<file path="src/rtl/imm_gen_if.sv">
// Handshake bundle between the IF/ID side, the immediate stage and the ID/EX side.
// slave is the stage's view; master is the surrounding pipeline's view.
interface imm_gen_if #(
  parameter int XLEN  = 32,
  parameter int TAG_W = 32
);
  logic             in_valid;
  logic             in_ready;
  logic [31:0]      in_ins;
  logic [TAG_W-1:0] in_tag;
  logic             out_valid;
  logic             out_ready;
  logic [31:0]      out_ins;
  logic [TAG_W-1:0] out_tag;
  logic [XLEN-1:0]  out_imm;
  logic [2:0]       out_fmt;
  logic             out_illegal;

  modport slave (
    input  in_valid, in_ins, in_tag, out_ready,
    output in_ready, out_valid, out_ins, out_tag, out_imm, out_fmt, out_illegal
  );

  modport master (
    output in_valid, in_ins, in_tag, out_ready,
    input  in_ready, out_valid, out_ins, out_tag, out_imm, out_fmt, out_illegal
  );
endinterface

</file>
<file path="src/rtl/imm_gen_stage.sv">
// Immediate-generation stage: decodes the immediate of each accepted instruction
// and buffers it with the instruction, format and tag in a small FIFO.
module imm_gen_stage #(
  parameter int XLEN  = 32,
  parameter int DEPTH = 2,
  parameter int TAG_W = 32
) (
  input  logic        clk,
  input  logic        rst,
  input  logic        flush,
  imm_gen_if.slave    bus,
  output logic [15:0] illegal_cnt
);

  localparam int AW      = (DEPTH > 1) ? $clog2(DEPTH) : 1;
  localparam int CW      = AW + 1;
  localparam int SHAMT_W = (XLEN == 64) ? 6 : 5;
  localparam logic [CW-1:0] FULL = CW'(DEPTH);

  localparam logic [2:0] FMT_NONE  = 3'd0;
  localparam logic [2:0] FMT_ISEXT = 3'd1;
  localparam logic [2:0] FMT_IZEXT = 3'd2;
  localparam logic [2:0] FMT_SHAMT = 3'd3;
  localparam logic [2:0] FMT_U     = 3'd4;
  localparam logic [2:0] FMT_SB    = 3'd5;
  localparam logic [2:0] FMT_J     = 3'd6;

  logic [4:0]       opcode;
  logic [11:0]      imm12;
  logic [6:0]       imm7;
  logic [4:0]       imm5;
  logic [19:0]      imm20;
  logic [XLEN-1:0]  dec_imm;
  logic [2:0]       dec_fmt;
  logic             dec_illegal;

  logic [31:0]      mem_ins [DEPTH];
  logic [TAG_W-1:0] mem_tag [DEPTH];
  logic [XLEN-1:0]  mem_imm [DEPTH];
  logic [2:0]       mem_fmt [DEPTH];
  logic             mem_ill [DEPTH];

  logic [AW-1:0]    wr_ptr;
  logic [AW-1:0]    rd_ptr;
  logic [CW-1:0]    count;
  logic             push;
  logic             pop;

  assign opcode = bus.in_ins[4:0];
  assign imm12  = bus.in_ins[31:20];
  assign imm7   = bus.in_ins[31:25];
  assign imm5   = bus.in_ins[11:7];
  assign imm20  = bus.in_ins[31:12];

  always_comb begin
    dec_imm     = '0;
    dec_fmt     = FMT_NONE;
    dec_illegal = 1'b0;
    case (opcode)
      5'b00010, 5'b01111, 5'b10100: begin
        dec_imm = XLEN'($signed(imm12));
        dec_fmt = FMT_ISEXT;
      end
      5'b00101, 5'b00111, 5'b01001: begin
        dec_imm = XLEN'(imm12);
        dec_fmt = FMT_IZEXT;
      end
      5'b01011, 5'b01101: begin
        dec_imm = XLEN'(bus.in_ins[20 +: SHAMT_W]);
        dec_fmt = FMT_SHAMT;
      end
      5'b01110: begin
        dec_imm = XLEN'($signed({imm20, 12'h000}));
        dec_fmt = FMT_U;
      end
      5'b10000, 5'b10001, 5'b10010: begin
        dec_imm = XLEN'($signed({imm7, imm5}));
        dec_fmt = FMT_SB;
      end
      5'b10011: begin
        // jal keeps the raw 20-bit field; the shift happens downstream
        dec_imm = XLEN'($signed(imm20));
        dec_fmt = FMT_J;
      end
      5'b00000, 5'b00001: begin
        dec_fmt = FMT_NONE;
      end
      default: begin
        dec_illegal = 1'b1;
      end
    endcase
  end

  // in_ready depends only on registered occupancy, never on out_ready
  assign bus.in_ready  = (count != FULL);
  assign bus.out_valid = (count != '0);
  assign push          = bus.in_valid && bus.in_ready;
  assign pop           = bus.out_valid && bus.out_ready;

  always_ff @(posedge clk or posedge rst) begin
    if (rst) begin
      wr_ptr      <= '0;
      rd_ptr      <= '0;
      count       <= '0;
      illegal_cnt <= '0;
    end else if (flush) begin
      wr_ptr <= '0;
      rd_ptr <= '0;
      count  <= '0;
    end else begin
      if (push) begin
        wr_ptr <= wr_ptr + 1'b1;
      end
      if (pop) begin
        rd_ptr <= rd_ptr + 1'b1;
      end
      if (push && !pop) begin
        count <= count + 1'b1;
      end else if (pop && !push) begin
        count <= count - 1'b1;
      end
      if (push && dec_illegal && (illegal_cnt != 16'hFFFF)) begin
        illegal_cnt <= illegal_cnt + 16'd1;
      end
    end
  end

  // storage needs no reset: every read is gated by out_valid
  always_ff @(posedge clk) begin
    if (push && !flush) begin
      mem_ins[wr_ptr] <= bus.in_ins;
      mem_tag[wr_ptr] <= bus.in_tag;
      mem_imm[wr_ptr] <= dec_imm;
      mem_fmt[wr_ptr] <= dec_fmt;
      mem_ill[wr_ptr] <= dec_illegal;
    end
  end

  assign bus.out_ins     = bus.out_valid ? mem_ins[rd_ptr] : '0;
  assign bus.out_tag     = bus.out_valid ? mem_tag[rd_ptr] : '0;
  assign bus.out_imm     = bus.out_valid ? mem_imm[rd_ptr] : '0;
  assign bus.out_fmt     = bus.out_valid ? mem_fmt[rd_ptr] : 3'd0;
  assign bus.out_illegal = bus.out_valid ? mem_ill[rd_ptr] : 1'b0;

endmodule

</file>
<file path="src/flat_wrapper.sv">
// flat-port wrapper written by rule: the top's interface ports become plain ports
module imm_gen_stage_flat 
#(
  parameter int XLEN  = 32,
  parameter int DEPTH = 2,
  parameter int TAG_W = 32
)
  (clk, rst, flush, illegal_cnt, bus_in_valid, bus_in_ins, bus_in_tag, bus_out_ready, bus_in_ready, bus_out_valid, bus_out_ins, bus_out_tag, bus_out_imm, bus_out_fmt, bus_out_illegal);
  imm_gen_if #(.XLEN(XLEN), .TAG_W(TAG_W)) bus_i ();
  input  logic clk;
  input  logic rst;
  input  logic flush;
  output logic [15:0] illegal_cnt;
  input wire logic [$bits(bus_i.in_valid)-1:0] bus_in_valid;
  input wire logic [$bits(bus_i.in_ins)-1:0] bus_in_ins;
  input wire logic [$bits(bus_i.in_tag)-1:0] bus_in_tag;
  input wire logic [$bits(bus_i.out_ready)-1:0] bus_out_ready;
  output wire logic [$bits(bus_i.in_ready)-1:0] bus_in_ready;
  output wire logic [$bits(bus_i.out_valid)-1:0] bus_out_valid;
  output wire logic [$bits(bus_i.out_ins)-1:0] bus_out_ins;
  output wire logic [$bits(bus_i.out_tag)-1:0] bus_out_tag;
  output wire logic [$bits(bus_i.out_imm)-1:0] bus_out_imm;
  output wire logic [$bits(bus_i.out_fmt)-1:0] bus_out_fmt;
  output wire logic [$bits(bus_i.out_illegal)-1:0] bus_out_illegal;
  assign bus_i.in_valid = bus_in_valid;
  assign bus_i.in_ins = bus_in_ins;
  assign bus_i.in_tag = bus_in_tag;
  assign bus_i.out_ready = bus_out_ready;
  assign bus_in_ready = bus_i.in_ready;
  assign bus_out_valid = bus_i.out_valid;
  assign bus_out_ins = bus_i.out_ins;
  assign bus_out_tag = bus_i.out_tag;
  assign bus_out_imm = bus_i.out_imm;
  assign bus_out_fmt = bus_i.out_fmt;
  assign bus_out_illegal = bus_i.out_illegal;
  imm_gen_stage #(.XLEN(XLEN), .DEPTH(DEPTH), .TAG_W(TAG_W)) u_core (.clk(clk), .rst(rst), .flush(flush), .bus(bus_i), .illegal_cnt(illegal_cnt));
endmodule
</file>
<file path="config.mk">
export PLATFORM = sky130hd
export DESIGN_NAME = imm_gen_stage_flat
export DESIGN_NICKNAME = d
export VERILOG_FILES = /design/src/rtl/imm_gen_if.sv /design/src/rtl/imm_gen_stage.sv /design/src/flat_wrapper.sv
export SDC_FILE = /design/constraint.sdc
export NUM_CORES = 1
export LEC_CHECK = 0
export CORE_MARGIN = 10
export CORE_UTILIZATION = 35
export CTS_BUF_LIST = sky130_fd_sc_hd__clkbuf_16
export DETAILED_ROUTE_END_ITERATION = 8
export MAX_ROUTING_LAYER = met4
export PLACE_DENSITY = 0.69
export SKIP_LAST_GASP = 1
export SYNTH_ARGS = -nofsm -noshare
export SYNTH_HDL_FRONTEND = slang
export SYNTH_SLANG_ARGS = --single-unit
</file>
<file path="constraint.sdc">
create_clock -name clk -period 6.85 [get_ports clk]
set_input_delay 1.37 -clock clk [delete_from_list [all_inputs] [get_ports clk]]
set_output_delay 1.37 -clock clk [all_outputs]
set_load 0.05 [all_outputs]
</file>
; Yosys cells after proc, flatten, opt, wreduce, memory -nomap -nowiden
; Memory sizes are Yosys's and may differ from the RTL's.
; Cells that the tools add are included.
[word_totals]
ram_bits = 200
output_inout_bits = 118
mem_count = 5
word_cells = 69
ff_bits = 20
[op_classes]
n_mux = 17
eq_ne = 16
bitwise = 1
n_reduce_logical = 21
n_addsub = 5
[mem_list]
columns = memory, words, word_bits, read_ports, rd_clocked_by_memory_dff, wr, line
row1 = u_core.mem_imm, 2, 32, 1, 0, 1, imm_gen_stage.sv:39  ; logic [XLEN-1:0] mem_imm [DEPTH];
row2 = u_core.mem_ins, 2, 32, 1, 0, 1, imm_gen_stage.sv:37  ; logic [31:0] mem_ins [DEPTH];
row3 = u_core.mem_tag, 2, 32, 1, 0, 1, imm_gen_stage.sv:38  ; logic [TAG_W-1:0] mem_tag [DEPTH];
row4 = u_core.mem_fmt, 2, 3, 1, 0, 1, imm_gen_stage.sv:40  ; logic [2:0] mem_fmt [DEPTH];
row5 = u_core.mem_ill, 2, 1, 1, 0, 1, imm_gen_stage.sv:41  ; logic mem_ill [DEPTH];
[ops]
columns = cell, count
row1 = $pmux W32 S6, 1
row2 = $mux W32, 3
row3 = $eq A5 B4 Y1 const B, 5
row4 = $eq A5 B5 Y1 const B, 5
row5 = $pmux W3 S6, 1
row6 = $add A16 B1 Y16 const B, 1
row7 = $ne A16 B16 Y1 const B, 1
row8 = $reduce_or A15 Y1, 1
row9 = $eq A5 B3 Y1 const B, 2
row10 = $reduce_or A3 Y1, 3
row11 = $mux W1, 8
row12 = $logic_and A1 B1 Y1, 7
row13 = $mux W2, 3
row14 = $reduce_bool A2 Y1, 3
row15 = $eq A5 B1 Y1 const B, 1
row16 = $eq A5 B2 Y1 const B, 1
row17 = $logic_not A5 Y1, 1
row18 = $logic_not A1 Y1, 3
row19 = $mux W3, 1
row20 = $reduce_bool A3 Y1, 1
row21 = $add A1 B1 Y1 const B, 2
row22 = $add A2 B1 Y2 const B, 1
row23 = $ne A2 B2 Y1 const B, 1
row24 = $reduce_and A2 Y1, 1
row25 = 3 further kinds, 3

; Longest topological paths before layout
; Gate-level depths: netlist (run 1).
[depth]
word_depth = 7
depth_mapped = 8
ltp_nobuf = 6

; Worst setup path after synthesis (run 1)
; Ideal clock, no wire load.
[synth_path]
path_kind = input to register
from = input port bus_in_valid
to = memory u_core.mem_fmt[0][0], enable pin
path_buffers = 0
setup_slack_ps = 478
t_arrival_ps = 5812
setup_ps = 560
stages = 3
cell_sequence = nor2b_1 > nand2_1 > nor2_1
[synth_between]
elab_chain_cells = 4
[synth_lines]
columns = item, line
row1 = "start, declared", flat_wrapper.sv:14  ; input wire logic [$bits(bus_i.in_valid)-1:0] bus_in_valid;
row2 = $logic_and A1 B1 Y1, imm_gen_stage.sv:97  ; assign push = bus.in_valid && bus.in_ready;
row3 = $logic_and A1 B1 Y1, imm_gen_stage.sv:130  ; if (push && !flush) begin
row4 = $mux W1, imm_gen_stage.sv:130
row5 = $mux W1 (implied by the code), imm_gen_stage.sv:134  ; mem_fmt[wr_ptr] <= dec_fmt;
row6 = "end, declared", imm_gen_stage.sv:40
; No other way between the ends.

; Worst setup path after layout (run 1)
[layout_path]
from = register u_core.rd_ptr
to = output port bus_out_imm[8]
[layout_between]
elab_chain_cells = 2
[layout_lines]
columns = item, line
row1 = "start, declared", imm_gen_stage.sv:44  ; logic [AW-1:0] rd_ptr;
row2 = "start signal, assigned", imm_gen_stage.sv:115  ; rd_ptr <= rd_ptr + 1'b1;
row3 = $mem_v2 Z2 W32, -
row4 = $mux W32, imm_gen_stage.sv:141  ; assign bus.out_imm = bus.out_valid ? mem_imm[rd_ptr] : '0;
row5 = "end, declared", flat_wrapper.sv:22  ; output wire logic [$bits(bus_i.out_imm)-1:0] bus_out_imm;
; No other way between the ends.

==> results of run 1 <==
## cells by family (layout without fill, tap and decap cells)
kind of cell | count (synthesis) | in the layout | share of synthesized area [%]
adders and majority gates | 1 | 1 | 0.137
and+or+nand+nor | 175 | 175 | 8.60
buffers and inverters | 44 | 245 | 2.34
other | 0 | 1 | 0
DFF | 220 | 220 | 71.1
AOI/OAI and AO/OA | 53 | 53 | 4.77
xor gates and xnor gates | 17 | 17 | 1.63
muxes | 104 | 104 | 11.4
## worst paths after layout
kind	startpoint	end
max	u_core.rd_ptr$_DFFE_PP0P_	bus_out_imm[8]
max in group asynchronous	rst	u_core.rd_ptr$_DFFE_PP0P_
max reg2reg	u_core.count[0]$_DFFE_PP0P_	u_core.mem_ins[0][17]$_DFFE_PP_
min reg2reg	u_core.illegal_cnt[7]$_DFFE_PP0P_	u_core.illegal_cnt[7]$_DFFE_PP0P_
min	u_core.illegal_cnt[7]$_DFFE_PP0P_	u_core.illegal_cnt[7]$_DFFE_PP0P_
min in group asynchronous	rst	u_core.wr_ptr$_DFFE_PP0P_
## metrics by stage
| stage | cell area, µm² | power [mW] | setup slack [ns] | instances | hold slack, ns |
|---|---|---|---|---|---|
| floorplan | 9150 | 2.01 | 0.478 | 614 | 0.570 |
| global placement | 11300 | 2.24 | 2.61 | 1108 | 0.480 |
| detailed placement | 11300 | 2.25 | 2.60 | 1108 | 0.484 |
| CTS | 12100 | 3.46 | 2.10 | 1150 | 0.496 |
| global route | 12100 | 3.55 | 2.00 | 1151 | 0.532 |
| finish | 12100 | 3.41 | 2.19 | 1151 | 0.497 |
## cell usage after synthesis (all sizes together), types with 4 or more instances
cell / count / area (µm²)
a21boi: 4 / 33.8
a21o: 15 / 113
a21oi: 5 / 25.0
a221o: 7 / 70.1
a222oi: 5 / 50.1
a22o: 7 / 61.3
and3: 8 / 50.1
buf: 18 / 116
clkbuf: 16 / 60.1
dfrtp: 20 / 500
edfxtp: 200 / 6010
inv: 10 / 37.5
mux2i: 103 / 1030
nand2: 13 / 48.8
nand3: 9 / 45.0
nand4: 6 / 37.5
nor2: 115 / 432
nor2b: 6 / 40.0
o21ai: 4 / 20.0
xnor2: 12 / 105
xor2: 5 / 43.8
## per-layer routing
layer | GRT usage [%] | vias to the layer above | wire length (µm)
met5 | - | - | 0
met3 | 3.50 | 25 | 1600
met2 | 21.9 | 168 | 11400
li1 | - | 2662 | -
met1 | 16.2 | 2767 | 9250
met4 | 3.61 | 0 | 361
## power groups by stage
stage / combinational (mW) / clock, mW / sequential [mW]
finish: 0.629 / 1.20 / 1.58
global route: 0.668 / 1.30 / 1.59
CTS: 0.638 / 1.24 / 1.58
detailed placement: 0.636 / 0 / 1.61
global placement: 0.632 / 0 / 1.61
floorplan: 0.368 / 0 / 1.64
## worst max-delay path, stage by stage, from the launching register on
cell	delay (ns)
dfrtp_4	1.02
buf_4	0.57
mux2i_1	0.36
nor2_1	0.06
clkdlybuf4s50_1	0.74
## registers in the layout (all words and copies together), names as in the netlist, 2 cells and up
name                count
u_core.mem_imm         64
u_core.mem_tag         64
u_core.mem_ill          2
u_core.count            2
u_core.mem_ins         64
u_core.mem_fmt          6
u_core.illegal_cnt     16
## area by class of cell
cell class              instances  area, µm²
well taps                     335        419
diodes                          1       2.50
fillers                      2309      13800
multi-input cells             350       2450
clock buffers                  23        576
inverters                      10       37.5
clock inverters                19        164
flip-flops and latches        220       6510
repair buffers                193       1910
==> results.cfg, run 1 <==
[outcome]
status = finished clean

[setup_path]
crit_path_start_kind = register
worst_setup_path_end_kind = primary output
worst_ep_required_time_ns = 5.48
crit_type = reg -> out
crit_fanout = 52
ff2ff_setup_slack_ns = 4.13
worstRegToRegCells = 4
worstPathArrival_ns = 3.29

[timing]
setup_viol = 0
fin_worst_skew_ns = 0.00938
tightestPinTransition_ns = 1.12
final_max_slew_viol_count = 0
timing.slew.headroom_pct = 25.7
final.setup.tns_ns = 0
highest_achievable_clock_rate_mhz = 215
final_period_minus_worst_setup_slack_ns = 4.66
final.period_utilization_pct = 68.0
grt_setup_unrepaired = no
timing_hold_violations_final = 0

[finish]
post-route-util_pct = 46.6
area.growth.synth_to_final_pct = 32.0
most_frequent_cells_in_the_layout = edfxtp_1 (200), clkdlybuf4s50_1 (186), nor2_1 (112), mux2i_1 (103), clkbuf_16 (23)
nets = 868
layout.cells.most_common = edfxtp_1
layout-drive-gt1-share_pct = 6.38

[clock_network]
path_clk_slew_ns = 0.06
cts-buffers-inserted = 23
post_cts.repair.setup_buffers = 0
cts_hold_buf = 0
tritoncts_num_sinks = 220
cts.htree.levels = 1
max-clock-path-buffers = 3
clock_tree.root_cell = clkbuf_16
worstSkewPairLatency_ns = 0.50
post_cts.resized_instances = 0
cts_tree = yes

[drt]
detailroute.via_count = 5622
routed_wirelength_um = 22600
postRouteAntennaNets = 0
avgRoutedWirePerCell_um = 19.6
detail_route.drc_violations = 0
dr.first_iter.drc_count = 425
vias_per_std_cell = 4.88
detail_route.first_pass.iterations = 5

[place]
place.port_buffers = 186
post-dp-hpwl_um = 15300
gp_routability_congestion = 0.750

[grt]
global_route_wire_length_before_repair_um = 34300
vias_in_the_first_global_route = 5746
groute.usage.overall_pct = 13.4
grt_remaining_overflow = 0
pin_count_of_the_biggest_net_entering_global_routing = 102
antenna_found_initial = 1

[power_and_ir_drop]
comb_power_share_pct = 18.4
power_density_nw_per_um2 = 283
internal_mw = 2.48
p_sw_share_pct = 27.2
switchingPower_mw = 0.930
sequentialPowerShare_pct = 46.4
p_leak_nw = 4.23
p_clk_share_pct = 35.2
vdd_drop_max_uv = 211

[synthesis]
postSynth.topFlopCell = edfxtp_1
postSynthRegisterBits = 220
ys_types = 46
synthesis.yosys.warnings = 0
synth-edff-count = 200
postSynthAreaPerCell_um2 = 14.9
synth-async-reset-ratio_pct = 9.09
netlist_area_um2 = 9150
postSynthCellCount = 614
seq_area_frac_synth_pct = 71.1
synth_fp_nets = 684

[floorplan]
die-area_um2 = 33000
core.rowCount = 59
die_x_um = 182
initial_utilization_pct = 35.3
design.core.area_um2 = 25900
die_y_um = 182
top_level_ports = 187

[hold_path]
hold_path_depth = 1
hold_path_class = reg -> reg

[job]
number_of_max_capacitance_violations_reported = 0
Note: power is estimated with default switching activity, not from simulation.
==> run 2: changes to the inputs <==
--- a/config.mk
+++ b/config.mk
@@ -10,7 +10,7 @@
 export CTS_BUF_LIST = sky130_fd_sc_hd__clkbuf_16
 export DETAILED_ROUTE_END_ITERATION = 8
 export MAX_ROUTING_LAYER = met4
-export PLACE_DENSITY = 0.69
+export PLACE_DENSITY = 0.71
 export SKIP_LAST_GASP = 1
 export SYNTH_ARGS = -nofsm -noshare
 export SYNTH_HDL_FRONTEND = slang
==> constraint.sdc (replaced) <==
create_clock -name clk -period 3.89 [get_ports clk]
set_input_delay 0.778 -clock clk [delete_from_list [all_inputs] [get_ports clk]]
set_output_delay 0.778 -clock clk [all_outputs]
set_load 0.05 [all_outputs]
==> run 2 against run 1 <==
Against the previous run: worst hold slack improved by 0.0012 ns; non-clock buffer count increased by 5; wire length increased by 0.79%; final cell count increased by 0.52%; register-to-register slack got worse by 2.2 ns; design area increased by 1.1%; critical path type unchanged; critical endpoint is now bus_out_imm[19].
==> results.cfg, run 2 (same netlist as run 1, synthesis figures left out) <==
[finish]
post-route-util_pct = 47.1
top_regs = u_core.mem_imm (64), u_core.mem_ins (64), u_core.mem_tag (64)
most_frequent_cells_in_the_layout = edfxtp_1 (200), clkdlybuf4s50_1 (183), nor2_1 (112), mux2i_1 (103), clkbuf_16 (25)
num-fill-cells = 2244
area.growth.synth_to_final_pct = 33.5
layout-drive-gt1-share_pct = 7.43
nets = 874
finish.instance_area_um2 = 12200
final_cells = 1157
layout.cells.most_common = edfxtp_1

[place]
place.port_buffers = 186
placed_cell_area_um2 = 11400
pre_cts_ws_ns = 0.647
gp_routability_congestion = 0.815
dp.cells = 1113
post-dp-hpwl_um = 15300

[grt]
grt_remaining_overflow = 0
global_route_wire_length_before_repair_um = 34200
antenna_found_initial = 1
vias_in_the_first_global_route = 5728
pin_count_of_the_biggest_net_entering_global_routing = 76
groute.usage.overall_pct = 13.5

[floorplan]
initial_utilization_pct = 35.3
die_x_um = 182
top_level_ports = 187
design.core.area_um2 = 25900
core.rowCount = 59
die-area_um2 = 33000
die_y_um = 182

[timing]
timing_hold_violations_final = 0
tightestPinTransition_ns = 1.08
final_max_slew_viol_count = 0
fin_worst_hold_slack_ns = 0.498
grt_setup_unrepaired = no
final_period_minus_worst_setup_slack_ns = 3.48
final.setup.tns_ns = 0
timing.slew.headroom_pct = 28.2
highest_achievable_clock_rate_mhz = 287
setup_viol = 0
final.period_utilization_pct = 89.5
fin_worst_skew_ns = 0.0100
worst_slack_setup_final_ns = 0.409

[setup_path]
worstPathArrival_ns = 2.70
ff2ff_setup_slack_ns = 1.93
worst_setup_path_end_kind = primary output
crit_fanout = 21
crit_chain = buf_4 -> mux2i_1 -> nor2_1 -> clkdlybuf4s50_1
max_stage_delay_ns = 0.84
worst_ep_required_time_ns = 3.11
slowest_stage_cell_cp = clkdlybuf4s50_1
crit_path_start_kind = register
crit_type = reg -> out

[job]
number_of_max_capacitance_violations_reported = 0

[power_and_ir_drop]
p_leak_nw = 4.30
p_total_mw = 6.13
vdd_drop_max_uv = 376
power_density_nw_per_um2 = 502

[clock_network]
post_cts.repair.setup_buffers = 0
cts_tree = yes
cts.htree.levels = 1
max-clock-path-buffers = 3
clock_tree.root_cell = clkbuf_16
post_cts.resized_instances = 0
tritoncts_num_sinks = 220
worstSkewPairLatency_ns = 0.50
path_clk_slew_ns = 0.06
cts_hold_buf = 0
cts-buffers-inserted = 24

[drt]
detailroute.via_count = 5569
detail_route.drc_violations = 0
postRouteAntennaNets = 0
vias_per_std_cell = 4.81
dr.first_iter.drc_count = 378
detail_route.first_pass.iterations = 9
avgRoutedWirePerCell_um = 19.7
routed_wirelength_um = 22800

[outcome]
status = finished clean

[hold_path]
hold_path_class = reg -> reg
[run 2: per-layer routing]
metal | global-route usage [%] | wire [µm] | vias to the layer above
met5 | - | 0 | -
met4 | 3.22 | 259 | 0
met3 | 3.14 | 1530 | 20
met2 | 22.1 | 11400 | 175
met1 | 16.5 | 9640 | 2710
li1 | - | - | 2664
[run 2: layout make-up]
| cell class | instances | area (µm²) | share of cell area, % |
|---|---|---|---|
| Sequential cell | 220 | 6510 | 53.3 |
| Multi-Input combinational cell | 350 | 2450 | 20.1 |
| Timing Repair Buffer | 198 | 2010 | 16.4 |
| Clock buffer | 25 | 626 | 5.12 |
| Tap cell | 335 | 419 | 3.43 |
| Clock inverter | 18 | 156 | 1.28 |
| Inverter | 10 | 37.5 | 0.307 |
| Antenna cell | 1 | 2.50 | 0.0205 |
[run 2: path summary, 6_finish.rpt]
path	from	to	cells after the start
max in group asynchronous	rst	u_core.rd_ptr$_DFFE_PP0P_	2
min in group asynchronous	rst	u_core.illegal_cnt[1]$_DFFE_PP0P_	2
min reg2reg	u_core.illegal_cnt[13]$_DFFE_PP0P_	u_core.illegal_cnt[13]$_DFFE_PP0P_	1
min	u_core.illegal_cnt[13]$_DFFE_PP0P_	u_core.illegal_cnt[13]$_DFFE_PP0P_	1
max reg2reg	u_core.illegal_cnt[0]$_DFFE_PP0P_	u_core.illegal_cnt[1]$_DFFE_PP0P_	6
max	u_core.rd_ptr$_DFFE_PP0P_	bus_out_imm[19]	4
[run 2: critical path, delay by kind of cell (launching register included)]
kind | cells | cell delay [ns]
flops | 1 | 0.69
simple gates | 1 | 0.16
buf+inv | 2 | 1.20
mux | 1 | 0.12
[run 2: power breakdown]
part / leakage, nW / internal (mW) / switching, mW
registers: 2.12 / 2.71 / 0.0603
logic: 1.78 / 0.398 / 0.740
clock network: 0.398 / 1.35 / 0.870
total: 4.30 / 4.46 / 1.67
==> run 3: changes to the inputs <==
--- a/config.mk
+++ b/config.mk
@@ -5,7 +5,7 @@
 export SDC_FILE = /design/constraint.sdc
 export NUM_CORES = 1
 export LEC_CHECK = 0
-export CORE_MARGIN = 10
+export CORE_MARGIN = 8
 export CORE_UTILIZATION = 35
 export CTS_BUF_LIST = sky130_fd_sc_hd__clkbuf_16
 export DETAILED_ROUTE_END_ITERATION = 8
==> run 3 against run 2 <==
Against the previous run: worst setup slack better by 0.081 ns; clock-buffer cell count is 1 lower; flip-flop and latch count stayed put.
==> results.cfg, run 3 (same netlist as run 1, synthesis figures left out) <==
[timing]
final.setup.tns_ns = 0
fin_worst_hold_slack_ns = 0.489
final_period_minus_worst_setup_slack_ns = 3.40
final.period_utilization_pct = 87.4
tightestPinTransition_ns = 0.783
setup_viol = 0
grt_setup_unrepaired = no
fin_worst_skew_ns = 0.0224
highest_achievable_clock_rate_mhz = 294
timing.slew.headroom_pct = 47.7
timing_hold_violations_final = 0
final_max_slew_viol_count = 0

[finish]
layout.cells.most_common = edfxtp_1
num-fill-cells = 2266
area.growth.synth_to_final_pct = 34.3
nets = 880
most_frequent_cells_in_the_layout = edfxtp_1 (200), clkdlybuf4s50_1 (184), nor2_1 (112), mux2i_1 (103), clkbuf_16 (24)
layout-drive-gt1-share_pct = 8.35
top_regs = u_core.mem_imm (64), u_core.mem_ins (64), u_core.mem_tag (64)

[drt]
vias_per_std_cell = 4.89
detailroute.via_count = 5686
avgRoutedWirePerCell_um = 19.2
detail_route.first_pass.iterations = 5
dr.first_iter.drc_count = 327
routed_wirelength_um = 22300
detail_route.drc_violations = 0
postRouteAntennaNets = 0

[grt]
grt_remaining_overflow = 0
vias_in_the_first_global_route = 5803
groute.usage.overall_pct = 14.1
antenna_found_initial = 0
global_route_wire_length_before_repair_um = 33600
pin_count_of_the_biggest_net_entering_global_routing = 52

[setup_path]
worst_setup_path_end_kind = primary output
ff2ff_setup_slack_ns = 1.86
crit_chain = buf_4 -> mux2i_1 -> nor2_1 -> clkdlybuf4s50_1
crit_path_start_kind = register
critPathTopFamily = buffers and inverters
worst_ep_required_time_ns = 3.11
critical_path_buf_inv_count = 2
worstRegToRegCells = 4
worst_r2r_startpoint = u_core.count[0]$_DFFE_PP0P_
worstPathArrival_ns = 2.62
reg2reg_to = u_core.mem_tag[0][8]$_DFFE_PP_
max_stage_delay_ns = 0.86
crit_fanout = 20
slowest_stage_cell_cp = clkdlybuf4s50_1
crit_type = reg -> out

[floorplan]
design.core.area_um2 = 25800
core.rowCount = 59
initial_utilization_pct = 35.4
die_x_um = 178
top_level_ports = 187
die-area_um2 = 31600
die_y_um = 178

[place]
gp_routability_congestion = 0.752
place.port_buffers = 186
post-dp-hpwl_um = 15400

[clock_network]
cts_tree = yes
cts_hold_buf = 0
post_cts.repair.setup_buffers = 0
worstSkewPairLatency_ns = 0.52
clock_tree.root_cell = clkbuf_16
post_cts.resized_instances = 0
cts.htree.levels = 1
max-clock-path-buffers = 3
cts-buffers-inserted = 24
tritoncts_num_sinks = 220
path_clk_slew_ns = 0.06

[hold_path]
hold_path_depth = 1
hp-start = u_core.illegal_cnt[13]$_DFFE_PP0P_
hold_path_class = reg -> reg
destination_of_the_worst_hold_path = u_core.illegal_cnt[13]$_DFFE_PP0P_

[power_and_ir_drop]
power_density_nw_per_um2 = 499
p_leak_nw = 4.34
vdd_drop_max_uv = 393

[job]
number_of_max_capacitance_violations_reported = 0

[outcome]
status = finished clean
## run 3: worst max path at each step
stage / start / end / slack, ns / cells after the start
2_1_floorplan: u_core.count[0]$_DFFE_PP0P_ / u_core.mem_fmt[0][0]$_DFFE_PP_ / -0.29 / 3
3_3_place_gp: bus_in_ins[2] / u_core.illegal_cnt[1]$_DFFE_PP0P_ / 0.89 / 7
3_5_place_dp: bus_in_ins[2] / u_core.illegal_cnt[1]$_DFFE_PP0P_ / 0.84 / 7
4_1_cts: u_core.rd_ptr$_DFFE_PP0P_ / bus_out_imm[25] / 0.44 / 4
5_1_grt: u_core.rd_ptr$_DFFE_PP0P_ / bus_out_imm[0] / 0.35 / 4
6_report: u_core.rd_ptr$_DFFE_PP0P_ / bus_out_imm[25] / 0.49 / 4
## run 3: cell type report
class                      count  area, µm²  area share (%)
antenna                        1       2.50          0.0204
clock buffer                  24        601            4.89
clock inverter                18        184            1.50
inverter                      10       37.5           0.306
multi-input combinational    350       2450            19.9
sequential                   220       6510            53.0
tap                          335        419            3.41
timing repair buffer         204       2080            16.9
## run 3: report_power, final
part           switching, mW  internal, mW
Sequential            0.0535          2.71
Combinational          0.744         0.403
Clock                  0.890          1.33
Total                   1.69          4.44
## run 3: per-stage QoR
stage / setup slack [ns] / cell area (µm²) / power [mW] / utilization, % / instances
after global routing: 0.352 / 12300 / 6.36 / 47.5 / 1161
after detailed placement: 0.841 / 11500 / 3.98 / 44.5 / 1119
after floorplan: -0.288 / 9150 / 3.53 / - / 614
after CTS: 0.442 / 12300 / 6.22 / 47.5 / 1161
final: 0.490 / 12300 / 6.13 / 47.5 / 1162
after global placement: 0.893 / 11500 / 3.96 / 44.5 / 1119
## run 3: per-layer routing
metal	routed length, µm	up-vias	global-route usage (%)
met3	1780	24	3.57
li1	-	2676	-
met5	0	-	-
met4	308	0	3.72
met2	11400	167	23.8
met1	8880	2819	16.5
